[config.mk]
export PLATFORM = sky130hd
export DESIGN_NAME = cache_master_arbiter
export DESIGN_NICKNAME = d
export VERILOG_FILES = /design/src/rtl/cache_master_arbiter.sv
export SDC_FILE = /design/constraint.sdc
export NUM_CORES = 1
export LEC_CHECK = 0
export BUFFER_PORTS_ARGS = -buffer_cell sky130_fd_sc_hd__buf_4
export CAP_MARGIN = 20
export CORE_AREA = 2 2 108 110
export DETAILED_ROUTE_END_ITERATION = 10
export DIE_AREA = 0 0 110 112
export HOLD_SLACK_MARGIN = 0.02
export PLACE_DENSITY = 0.72
export RECOVER_POWER = 50
export REMOVE_ABC_BUFFERS = 1
export SYNTH_ARGS = -nofsm -noshare
export SYNTH_HDL_FRONTEND = slang
export SYNTH_SLANG_ARGS = --single-unit
[constraint.sdc]
create_clock -name clk -period 1.4 [get_ports clk]
set_input_delay 0.14 -clock clk [delete_from_list [all_inputs] [get_ports clk]]
set_output_delay 0.14 -clock clk [all_outputs]
set_load 0.1 [all_outputs]
[src/rtl/cache_master_arbiter.sv]
// cache_master_arbiter: round-robin sharing of one AXI master bridge between the
// instruction cache (port 0) and the data cache (port 1).
module cache_master_arbiter #(
   parameter int DATA_W   = 32,
   parameter int TYPE_W   = 3,
   parameter int RD_BEATS = 4,
   parameter int WR_BEATS = 1
)(
   input  logic              clk,
   input  logic              rst,
   input  logic              s0_req,
   input  logic              s0_write,
   input  logic [TYPE_W-1:0] s0_wtype,
   input  logic [DATA_W-1:0] s0_wdata,
   input  logic [DATA_W-1:0] s0_addr,
   output logic              s0_wait,
   input  logic              s1_req,
   input  logic              s1_write,
   input  logic [TYPE_W-1:0] s1_wtype,
   input  logic [DATA_W-1:0] s1_wdata,
   input  logic [DATA_W-1:0] s1_addr,
   output logic              s1_wait,
   output logic [DATA_W-1:0] s_rdata,
   output logic              m_req,
   output logic              m_write,
   output logic [TYPE_W-1:0] m_wtype,
   output logic [DATA_W-1:0] m_wdata,
   output logic [DATA_W-1:0] m_addr,
   input  logic [DATA_W-1:0] m_rdata,
   input  logic              m_wait
);
   localparam int MAXB = RD_BEATS > WR_BEATS ? RD_BEATS : WR_BEATS;
   localparam int CW   = $clog2(MAXB) + 1;

   typedef enum logic {IDLE, BUSY} state_t;

   state_t            state_q, state_d;
   logic [CW-1:0]     cnt_q, cnt_d, last_beat_q, last_beat_d;
   logic              grant_q, grant_d, last_grant_q, last_grant_d;
   logic              write_q, write_d;
   logic [TYPE_W-1:0] wtype_q, wtype_d;
   logic [DATA_W-1:0] wdata_q, wdata_d, addr_q, addr_d;
   logic              win, win_write;

   // On a conflict the port that did not win last time gets the bridge
   assign win       = (s0_req && s1_req) ? ~last_grant_q : s1_req;
   assign win_write = win ? s1_write : s0_write;

   always_comb begin
      state_d      = state_q;
      cnt_d        = cnt_q;
      last_beat_d  = last_beat_q;
      grant_d      = grant_q;
      last_grant_d = last_grant_q;
      write_d      = write_q;
      wtype_d      = wtype_q;
      wdata_d      = wdata_q;
      addr_d       = addr_q;
      if (state_q == IDLE) begin
         if (s0_req || s1_req) begin
            state_d     = BUSY;
            grant_d     = win;
            write_d     = win_write;
            wtype_d     = win ? s1_wtype : s0_wtype;
            wdata_d     = win ? s1_wdata : s0_wdata;
            addr_d      = win ? s1_addr : s0_addr;
            last_beat_d = win_write ? CW'(WR_BEATS - 1) : CW'(RD_BEATS - 1);
         end
      end else if (!m_wait) begin
         if (cnt_q == last_beat_q) begin
            cnt_d        = '0;
            state_d      = IDLE;
            last_grant_d = grant_q;
         end else begin
            cnt_d = cnt_q + 1'b1;
         end
      end
   end

   always_ff @(posedge clk or negedge rst) begin
      if (!rst) begin
         state_q      <= IDLE;
         cnt_q        <= '0;
         last_beat_q  <= '0;
         grant_q      <= 1'b0;
         last_grant_q <= 1'b1;
         write_q      <= 1'b0;
         wtype_q      <= '0;
         wdata_q      <= '0;
         addr_q       <= '0;
      end else begin
         state_q      <= state_d;
         cnt_q        <= cnt_d;
         last_beat_q  <= last_beat_d;
         grant_q      <= grant_d;
         last_grant_q <= last_grant_d;
         write_q      <= write_d;
         wtype_q      <= wtype_d;
         wdata_q      <= wdata_d;
         addr_q       <= addr_d;
      end
   end

   assign m_req   = (state_q == BUSY);
   assign m_write = write_q;
   assign m_wtype = wtype_q;
   assign m_wdata = wdata_q;
   assign m_addr  = addr_q;
   assign s_rdata = m_rdata;
   // The port not holding the bridge simply sees its own request echoed as a stall
   assign s0_wait = (m_req && !grant_q) ? m_wait : s0_req;
   assign s1_wait = (m_req && grant_q) ? m_wait : s1_req;
endmodule

==> results of run 1 <==
-- path summary, 6_finish.rpt --
| check | slack [ps] | end |
|---|---|---|
| max in group asynchronous | 410 | last_beat_q[0] |
| hold reg to reg | 480 | m_wdata[21] |
| setup / recovery | -100 | s0_wait |
| min in group asynchronous | 460 | m_addr[30] |
| hold / removal | 80 | m_addr[21] |
| setup reg to reg | 0 | m_addr[11] |
-- flip-flops by register name (all words and copies together) (netlist names) --
signal	cells
m_addr	32
m_wdata	32
m_req	1
cnt_q	3
last_beat_q	1
last_grant_q	1
m_wtype	3
m_write	1
grant_q	1
-- stage by stage --
step                setup TNS, ps  cells  setup WS (ps)  utilization [%]  hold slack (ps)
global route                -1648    720         -146.4            55.20            87.28
detailed placement              0    673          28.74            47.15            192.9
global placement                0    673          69.41            47.15            188.2
floorplan                 -254610    311          -3678                -           -155.6
CTS                        -176.0    692         -89.33            50.81            69.32
finish                     -170.9    720         -96.00            55.20            77.35
-- per-layer routing --
metal	vias up	wire (um)
li1	1645	-
met1	1664	6132
met2	182	6594
met3	20	1419
met4	2	229
met5	-	61
-- cell usage in the layout (no fill, tap or decap), drive strengths merged, types with 2 or more instances in the layout --
| cell type | netlist | routed |
|---|---|---|
| mux2i | 67 | 67 |
| o21bai | 1 | 4 |
| nand2b | 2 | 2 |
| o21ai | 72 | 72 |
| a21oi | 2 | 2 |
| inv | 2 | 2 |
| dfrtp | 74 | 74 |
| mux2 | 4 | 4 |
| or3 | 2 | 2 |
| clkinv | 0 | 2 |
| nor3 | 4 | 4 |
| nand2 | 71 | 71 |
| clkbuf | 6 | 22 |
| bufinv | 0 | 3 |
| buf | 49 | 235 |
-- worst reg2reg max path: stages, from the launching register on --
cell      delay, ps
dfstp_2         380
a21boi_4        250
buf_6           160
buf_6           180
mux2i_1         200
o21ai_0         100
-- area by class of cell --
cell class              instances  area (sq um)  area share (%)
repair buffers                247          2163           35.07
flip-flops and latches         75          1879           30.47
multi-input cells             237          1597           25.88
clock buffers                  11         242.7           3.935
well taps                     143         178.9           2.901
clock inverters                 5         100.1           1.623
inverters                       2         7.507          0.1217
-- logic make-up (layout without fill, tap and decap cells) --
family          after synthesis  after routing
compound gates               79             82
flops                        75             75
fa+ha+maj                     1              1
buf+inv                      57            265
simple gates                 83             83
mux                          71             71
-- what timing repair did --
action                                  CTS  global route
resized for setup                        10            35
endpoints found under the setup margin    2            51
hold buffers                              1             0
setup buffers                             2             5
endpoints found under the hold margin    74             0
pin swaps                                 0             1
cloned                                    0            23
==> run_results.csv, run 1 <==
group,metric,value,unit
status,outcome,"finished, violations left",
status,violations,"negative setup slack",
worst_setup_path,crit_family,"flip-flops",
timing,worst_pin_slew,717.7,ps
worst_setup_path,cp_slowest_stage_delay,400,ps
yosys,ys_types,29,
yosys,yosysSeqAreaShare,49.42,%
yosys,synth_top_cells_by_count,"74 x dfrtp_1, 71 x nand2_1, 67 x mux2i_1",
clocking,h-tree-depth,3,
place,dpl_cell_area,5269,sq um
worst_setup_path,crit_fanout,3,
yosys,synth_top_cells_by_area,"dfrtp_1 49%, mux2i_1 18%, buf_4 7.1%, nand2_1 7.0%, o21ai_0 7.0%",
worst_setup_path,path_cells,"nand2b_4, mux2_4, buf_12",
global_routing,use_met1,22.04,%
detailed_routing,finalWirelength,14440,um
floorplanning,core_area,11170,sq um
timing,hold_viol,0,
clocking,clk_latency,330,ps
floorplanning,die_area,12320,sq um
yosys,postSynthAreaPerCell,10.38,sq um
floorplanning,num_rows,39,
floorplanning,die_w,110,um
detailed_routing,detail-route-antenna-nets,0,
global_routing,use_met3,9.016,%
worst_setup_path,critPathSlowestCell,"dfrtp_1",
final_layout,syn_to_final_growth,62.33,%
worst_hold_path,worstHoldStart,"s0_addr[21]",
detailed_routing,drc,0,
timing,setup_violations,3,
worst_setup_path,worstSetupEndpointType,"output pin",
yosys,yosysWarnings,0,
yosys,synth-main-ff-cell,"dfrtp_1",
yosys,ys_seq_elements,75,
worst_setup_path,crit_path_start,"grant_q",
yosys,synth_top_family_by_area,"multiplexers",
yosys,synth-xor-area-share,0,%
global_routing,grt_busiest_layer,"met2",
timing,layout_setup_ws,-96.00,ps
yosys,netlist_instances,366,
global_routing,grt_pass1_wl,16690,um
yosys,synthArstFlopShare,100.0,%
place,numPortBuffers,211,
global_routing,grt_start_max_net_pins,76,
timing,slew_headroom,52.16,%
global_routing,grt_overflow_total,0,
final_layout,drive_gt1_share,48.70,%
worst_setup_path,startpoint_type,"flop",
global_routing,grt_pass1_vias,3254,
worst_setup_path,crit_arrival,1360,ps
final_layout,layout.nets,746,
timing,drv_slew,0,
global_routing,grt_use_total,18.03,%
clocking,path_clk_slew,60,ps
yosys,synth_fa_ha_area_share,0.3293,%
yosys,yosys.area.top_type,"dfrtp_1",
worst_setup_path,reg2reg_from,"last_grant_q",
worst_setup_path,cp.required,1260,ps
clocking,cts.path.max_buffers,2,
yosys,yosysMostFrequentCell,"dfrtp_1",
detailed_routing,via_count,3513,
timing,rsz0062_at_grt,"yes",
yosys,synth-simple-area-share,8.890,%
detailed_routing,drt_iter0_markers,129,
final_layout,fin_area,6168,sq um
yosys,synthesis.area,3800,sq um
clocking,root_buffer,"clkbuf_16",
timing,fmax,668.4,MHz
worst_setup_path,worst-path-buf-inv,1,
place,dp_hpwl,8659,um
clocking,numCtsBuffers,9,
yosys,synth_edf_count,0,
place,routabilityCongestion,0.7769,
yosys,synthMuxAreaShare,18.83,%
worst_setup_path,reg2reg_depth,5,
final_layout,n_antenna_cell,0,
floorplanning,start_util,34.01,%
detailed_routing,routed_via_density,4.879,
timing,final.period_utilization,106.9,%
global_routing,antenna_found_initial,0,
worst_hold_path,hold_class,"primary input to flop",
run,cap_violations,0,
yosys,yosysTopAreaCellShare,48.73,%
timing,fin_crit,1496,ps
detailed_routing,dr.pass1.iters,4,
final_layout,fillCellCount,989,
floorplanning,ios,276,
worst_setup_path,cp_num_cells,3,
clocking,cts.sinks,75,
detailed_routing,wl_per_cell,20.05,um
global_routing,use_met2,26.30,%
worst_setup_path,crit_type,"flop to output pin",
clocking,cts_tree,"built",
yosys,synth-compound-area-share,10.87,%
timing,finClkSkew,3.330,ps
worst_hold_path,hold-path-cell-count,3,
floorplanning,fp.dieH,112,um
Power of run 1 is not shown: default switching activity piles up to over one toggle a cycle in this logic, so the estimate is an artifact.
==> run 2: changes to the inputs <==
- CORE_AREA: 2 2 108 110 -> 2 2 106 108
- DIE_AREA: 0 0 110 112 -> 0 0 108 110
- RECOVER_POWER: 50 -> unset
- clock period: 1.4 -> 1.5 ns (I/O delays scaled with it)
==> run 2 against run 1 <==
  * The flow still finishes with violations (negative setup slack)
  * Critical endpoint unchanged
  * Highest routed layer unchanged
  * Global-route usage rose by 1.7 points
  * Clock-buffer cell count rose by 4
  * Register-to-register slack better by 90 ps
==> run_results.csv, run 2 (synthesis results as in run 1) <==
group,metric,value,unit
status,outcome,"finished, violations left",
status,violations,"negative setup slack",
timing,drv_slew,0,
worst_setup_path,crit_type,"flop to output pin",
global_routing,grt_use_total,19.75,%
global_routing,grt_overflow_total,0,
floorplanning,fp.dieH,110,um
detailed_routing,via_count,3354,
detailed_routing,routed_via_density,4.785,
worst_setup_path,crit_arrival,1360,ps
worst_setup_path,startpoint_type,"flop",
floorplanning,ios,276,
floorplanning,die_area,11880,sq um
timing,layout_setup_ws,-5.207,ps
place,routabilityCongestion,0.8525,
global_routing,grt_pass1_wl,17020,um
clocking,cts_tree,"built",
floorplanning,die_w,108,um
clocking,numCtsBuffers,9,
final_layout,syn_to_final_growth,51.99,%
timing,slew_headroom,67.82,%
detailed_routing,wl_per_cell,19.00,um
worst_hold_path,hold_class,"primary input to flop",
clocking,cts.path.max_buffers,2,
final_layout,drive_gt1_share,45.63,%
clocking,h-tree-depth,3,
worst_setup_path,worstSetupEndpointType,"output pin",
detailed_routing,detail-route-antenna-nets,0,
timing,finClkSkew,6.110,ps
global_routing,antenna_found_initial,0,
place,placedCellCount,669,
global_routing,grt_pass1_vias,3228,
timing,hold_viol,0,
final_layout,final_util,53.99,%
detailed_routing,dr.pass1.iters,4,
timing,worst_pin_slew,482.7,ps
final_layout,final_cells,701,
timing,rsz0062_at_grt,"yes",
worst_setup_path,critPathSlowestCell,"dfrtp_1",
clocking,path_clk_slew,70,ps
detailed_routing,drt_iter0_markers,134,
place,dp_hpwl,9856,um
detailed_routing,finalWirelength,13320,um
timing,setup_tns,-5.207,ps
worst_setup_path,path_cells,"nand2b_4, mux2_4, buf_12",
worst_setup_path,cp_slowest_stage_delay,400,ps
final_layout,layout.nets,730,
run,cap_violations,0,
timing,fmax,664.4,MHz
clocking,root_buffer,"clkbuf_8",
worst_setup_path,crit_fanout,3,
worst_setup_path,cp.required,1350,ps
floorplanning,core_area,10700,sq um
detailed_routing,drc,0,
clocking,clk_latency,340,ps
global_routing,grt_start_max_net_pins,63,
floorplanning,start_util,35.52,%
floorplanning,num_rows,38,
timing,setup_violations,1,
final_layout,mostFrequentLayoutCell,"buf_4",
timing,fin_crit,1505,ps
clocking,cts.sinks,75,
timing,final.period_utilization,100.3,%
final_layout,n_antenna_cell,0,
place,numPortBuffers,211,
final_layout,final_cell_mix,"216 x buf_4, 73 x dfrtp_1, 71 x nand2_1",
## run 2: cell types whose count changed in the layout (fill, tap and decap cells not counted), sizes merged
cell,delta
clkinv,-2
clkbuf,-1
buf,-8
bufinv,-2
o21bai,-3
## run 2: timing repair
item	CTS	global route
endpoints found under the setup margin	2	64
endpoints found under the hold margin	34	0
gates resized for setup	10	10
cloned	0	8
setup buffers	3	5
pin swaps	0	0
hold buffers	1	0
## run 2: final timing paths
kind / start / cells after the start / slack, ps / endpoint
worst min register to register: m_wdata[23] / 2 / 480 / m_wdata[23]
min in group asynchronous: rst / 2 / 310 / m_addr[17]
worst max register to register: m_req / 5 / 90 / m_wdata[4]
worst min-delay path: s0_addr[21] / 3 / 80 / m_addr[21]
max in group asynchronous: rst / 3 / 580 / m_wdata[25]
worst max-delay path: grant_q / 3 / -5 / s0_wait
## run 2: final cells by class
| cell class | count | area [sq um] |
|---|---|---|
| clock inverter | 1 | 30.03 |
| inverter | 2 | 7.507 |
| multi-input combinational | 234 | 1513 |
| sequential | 75 | 1879 |
| timing repair buffer | 234 | 1994 |
| tap | 140 | 175.2 |
| fill | 963 | 4922 |
| clock buffer | 15 | 176.4 |
## run 2: per-stage QoR
step / hold slack, ps / worst slack (ps) / area [sq um]
floorplan: -145.6 / -3588 / 3364
detailed placement: 142.9 / 99.39 / 5258
global route: 68.61 / -60.79 / 5776
global placement: 139.3 / 135.5 / 5258
finish: 83.47 / -5.207 / 5776
CTS: 58.74 / -26.89 / 5538
## run 2: critical path: cells and delay by family, from the launching register on
family | cells | cell delay, ps
flops | 1 | 400
buf+inv | 1 | 170
simple gates | 1 | 150
mux | 1 | 310
## run 2: per-layer routing
metal  vias to the layer above  share of wire (%)  wire length (um)  GRT usage, %
li1                       1605                  -                 -             -
met1                      1558                 38              5006         21.34
met2                       172                 48              6422         31.85
met3                        17                 12              1625         10.82
met4                         2                1.3               174         7.967
met5                         -               0.68                91         5.804
Power of run 2 is left out for the same reason.
==> run 3: changes to the inputs <==
- CELL_PAD_IN_SITES_DETAIL_PLACEMENT: unset -> 0
- CELL_PAD_IN_SITES_GLOBAL_PLACEMENT: unset -> 1
- CORE_AREA: 2 2 106 108 -> unset
- CORE_MARGIN: unset -> 2
- CORE_UTILIZATION: unset -> 29
- DIE_AREA: 0 0 108 110 -> unset
- PLACE_DENSITY: 0.72 -> unset
- PLACE_DENSITY_LB_ADDON: unset -> 0.1
- SLEW_MARGIN: unset -> 5
==> run 3 against run 2 <==
  * First-iteration DRC count decreased by 8.2%
  * Highest routed layer unchanged
  * The run now ends clean
  * Critical path depth unchanged
  * Maximum frequency increased by 0.38%
  * Clock skew decreased by 1.9 ps
  * Die area increased by 18%
  * Design area increased by 0.17%
  * Sequential cell count unchanged
  * Worst hold slack improved by 5.4 ps
==> run_results.csv, run 3 (synthesis results as in run 1) <==
group,metric,value,unit
worst_setup_path,worstSetupEndpointType,"output pin",
clocking,clk_latency,330,ps
clocking,root_buffer,"clkbuf_16",
clocking,path_clk_slew,50,ps
global_routing,grt_pass1_wl,17870,um
final_layout,drive_gt1_share,45.63,%
run,cap_violations,0,
worst_setup_path,crit_fanout,3,
clocking,h-tree-depth,3,
detailed_routing,detail-route-antenna-nets,0,
worst_setup_path,reg2reg_from,"m_req",
status,outcome,"finished clean",
floorplanning,die_area,14040,sq um
final_layout,layout.nets,730,
detailed_routing,drt_iter0_markers,123,
detailed_routing,routed_via_density,4.377,
detailed_routing,wl_per_cell,15.70,um
timing,hold_viol,0,
floorplanning,fp.dieH,118.5,um
worst_setup_path,cp.required,1350,ps
floorplanning,num_rows,41,
timing,final.period_utilization,99.97,%
detailed_routing,drc,0,
final_layout,syn_to_final_growth,52.26,%
timing,rsz0062_at_grt,"yes",
detailed_routing,wl_met3,1748,um
timing,drv_slew,0,
detailed_routing,wl_met1,4526,um
detailed_routing,dr.pass1.iters,4,
clocking,cts.path.max_buffers,2,
timing,fmax,666.9,MHz
worst_setup_path,crit_arrival,1350,ps
final_layout,fin_area,5786,sq um
global_routing,grt_overflow_total,0,
final_layout,fillCellCount,1275,
timing,slew_headroom,68.22,%
place,dpl_cell_area,5408,sq um
final_layout,final_cells,733,
place,placedCellCount,714,
worst_setup_path,endpoint,"s0_wait",
place,place_ws,80.53,ps
timing,finClkSkew,4.247,ps
worst_hold_path,hold_class,"primary input to flop",
detailed_routing,via_count,3208,
floorplanning,core_area,12720,sq um
worst_setup_path,startpoint_type,"flop",
worst_setup_path,crit_path_start,"grant_q",
clocking,cts.sinks,75,
detailed_routing,met2_length,4969,um
place,dp_hpwl,8870,um
worst_hold_path,worstHoldStart,"s0_addr[27]",
floorplanning,die_w,118.5,um
timing,worst_pin_slew,475.4,ps
final_layout,n_antenna_cell,0,
global_routing,grt_start_max_net_pins,76,
worst_setup_path,crit_type,"flop to output pin",
floorplanning,ios,276,
final_layout,multi_input_area,1513,sq um
clocking,numCtsBuffers,9,
timing,fin_crit,1500,ps
place,numPortBuffers,211,
final_layout,register_area,1879,sq um
detailed_routing,topRoutingLayerUsed,"met5",
clocking,cts_tree,"built",
floorplanning,start_util,29.87,%
final_layout,mostFrequentLayoutCell,"buf_4",
global_routing,grt_use_total,16.72,%
global_routing,antenna_found_initial,0,
worst_setup_path,reg2reg_depth,5,
worst_setup_path,reg2reg_to,"m_addr[0]",
final_layout,final_cell_mix,"224 x buf_4, 73 x dfrtp_1, 71 x nand2_1",
global_routing,grt_pass1_vias,3342,
detailed_routing,finalWirelength,11510,um
final_layout,final_util,45.48,%
place,routabilityCongestion,0.7699,
timing,setup_violations,0,
worst_setup_path,r2r_slack,80,ps
timing,layout_setup_ws,0.4895,ps
## run 3: metrics by stage
step	hold slack, ps	setup TNS, ps
floorplan	-145.6	-247630
global placement	207.5	0
detailed placement	212.1	0
CTS	77.66	-11.18
global route	98.49	-57.83
finish	88.83	0
## run 3: how the worst min path moves through the flow
stage	slack, ps	cells past startpoint	to
CTS	80	3	m_addr[27]
global route	100	3	m_wdata[2]
detailed placement	210	2	m_wdata[14]
global placement	210	2	m_wdata[14]
finish	90	3	m_addr[27]
floorplan	-150	0	cnt_q[0]
## run 3: layer usage
| metal | global-route usage [%] | vias to the layer above |
|---|---|---|
| met2 | 24.71 | 181 |
| met3 | 11.49 | 14 |
| met1 | 18.56 | 1406 |
| li1 | - | 1605 |
| met4 | 6.027 | 2 |
| met5 | 5.882 | - |
## run 3: what timing repair did
| item | 4_1_cts | 5_1_grt |
|---|---|---|
| setup endpoints to repair | 2 | 8 |
| endpoints found under the hold margin | 74 | 0 |
| gates cloned | 0 | 0 |
| hold buffers | 1 | 0 |
| gates resized for setup | 10 | 3 |
| setup buffers | 2 | 0 |
## run 3: area by class of cell
class,instances,area share [%]
Inverter,2,0.1298
Clock buffer,15,4.801
Tap cell,172,3.720
Clock inverter,1,0.5190
Sequential cell,75,32.48
Timing Repair Buffer,234,32.20
Multi-Input combinational cell,234,26.15
## run 3: worst max-delay path, stage by stage, from the launching register on
cell and delay, ps:
dfrtp_1 400, nand2b_4 150, mux2_4 310, buf_12 170
Power of run 3 is left out for the same reason.
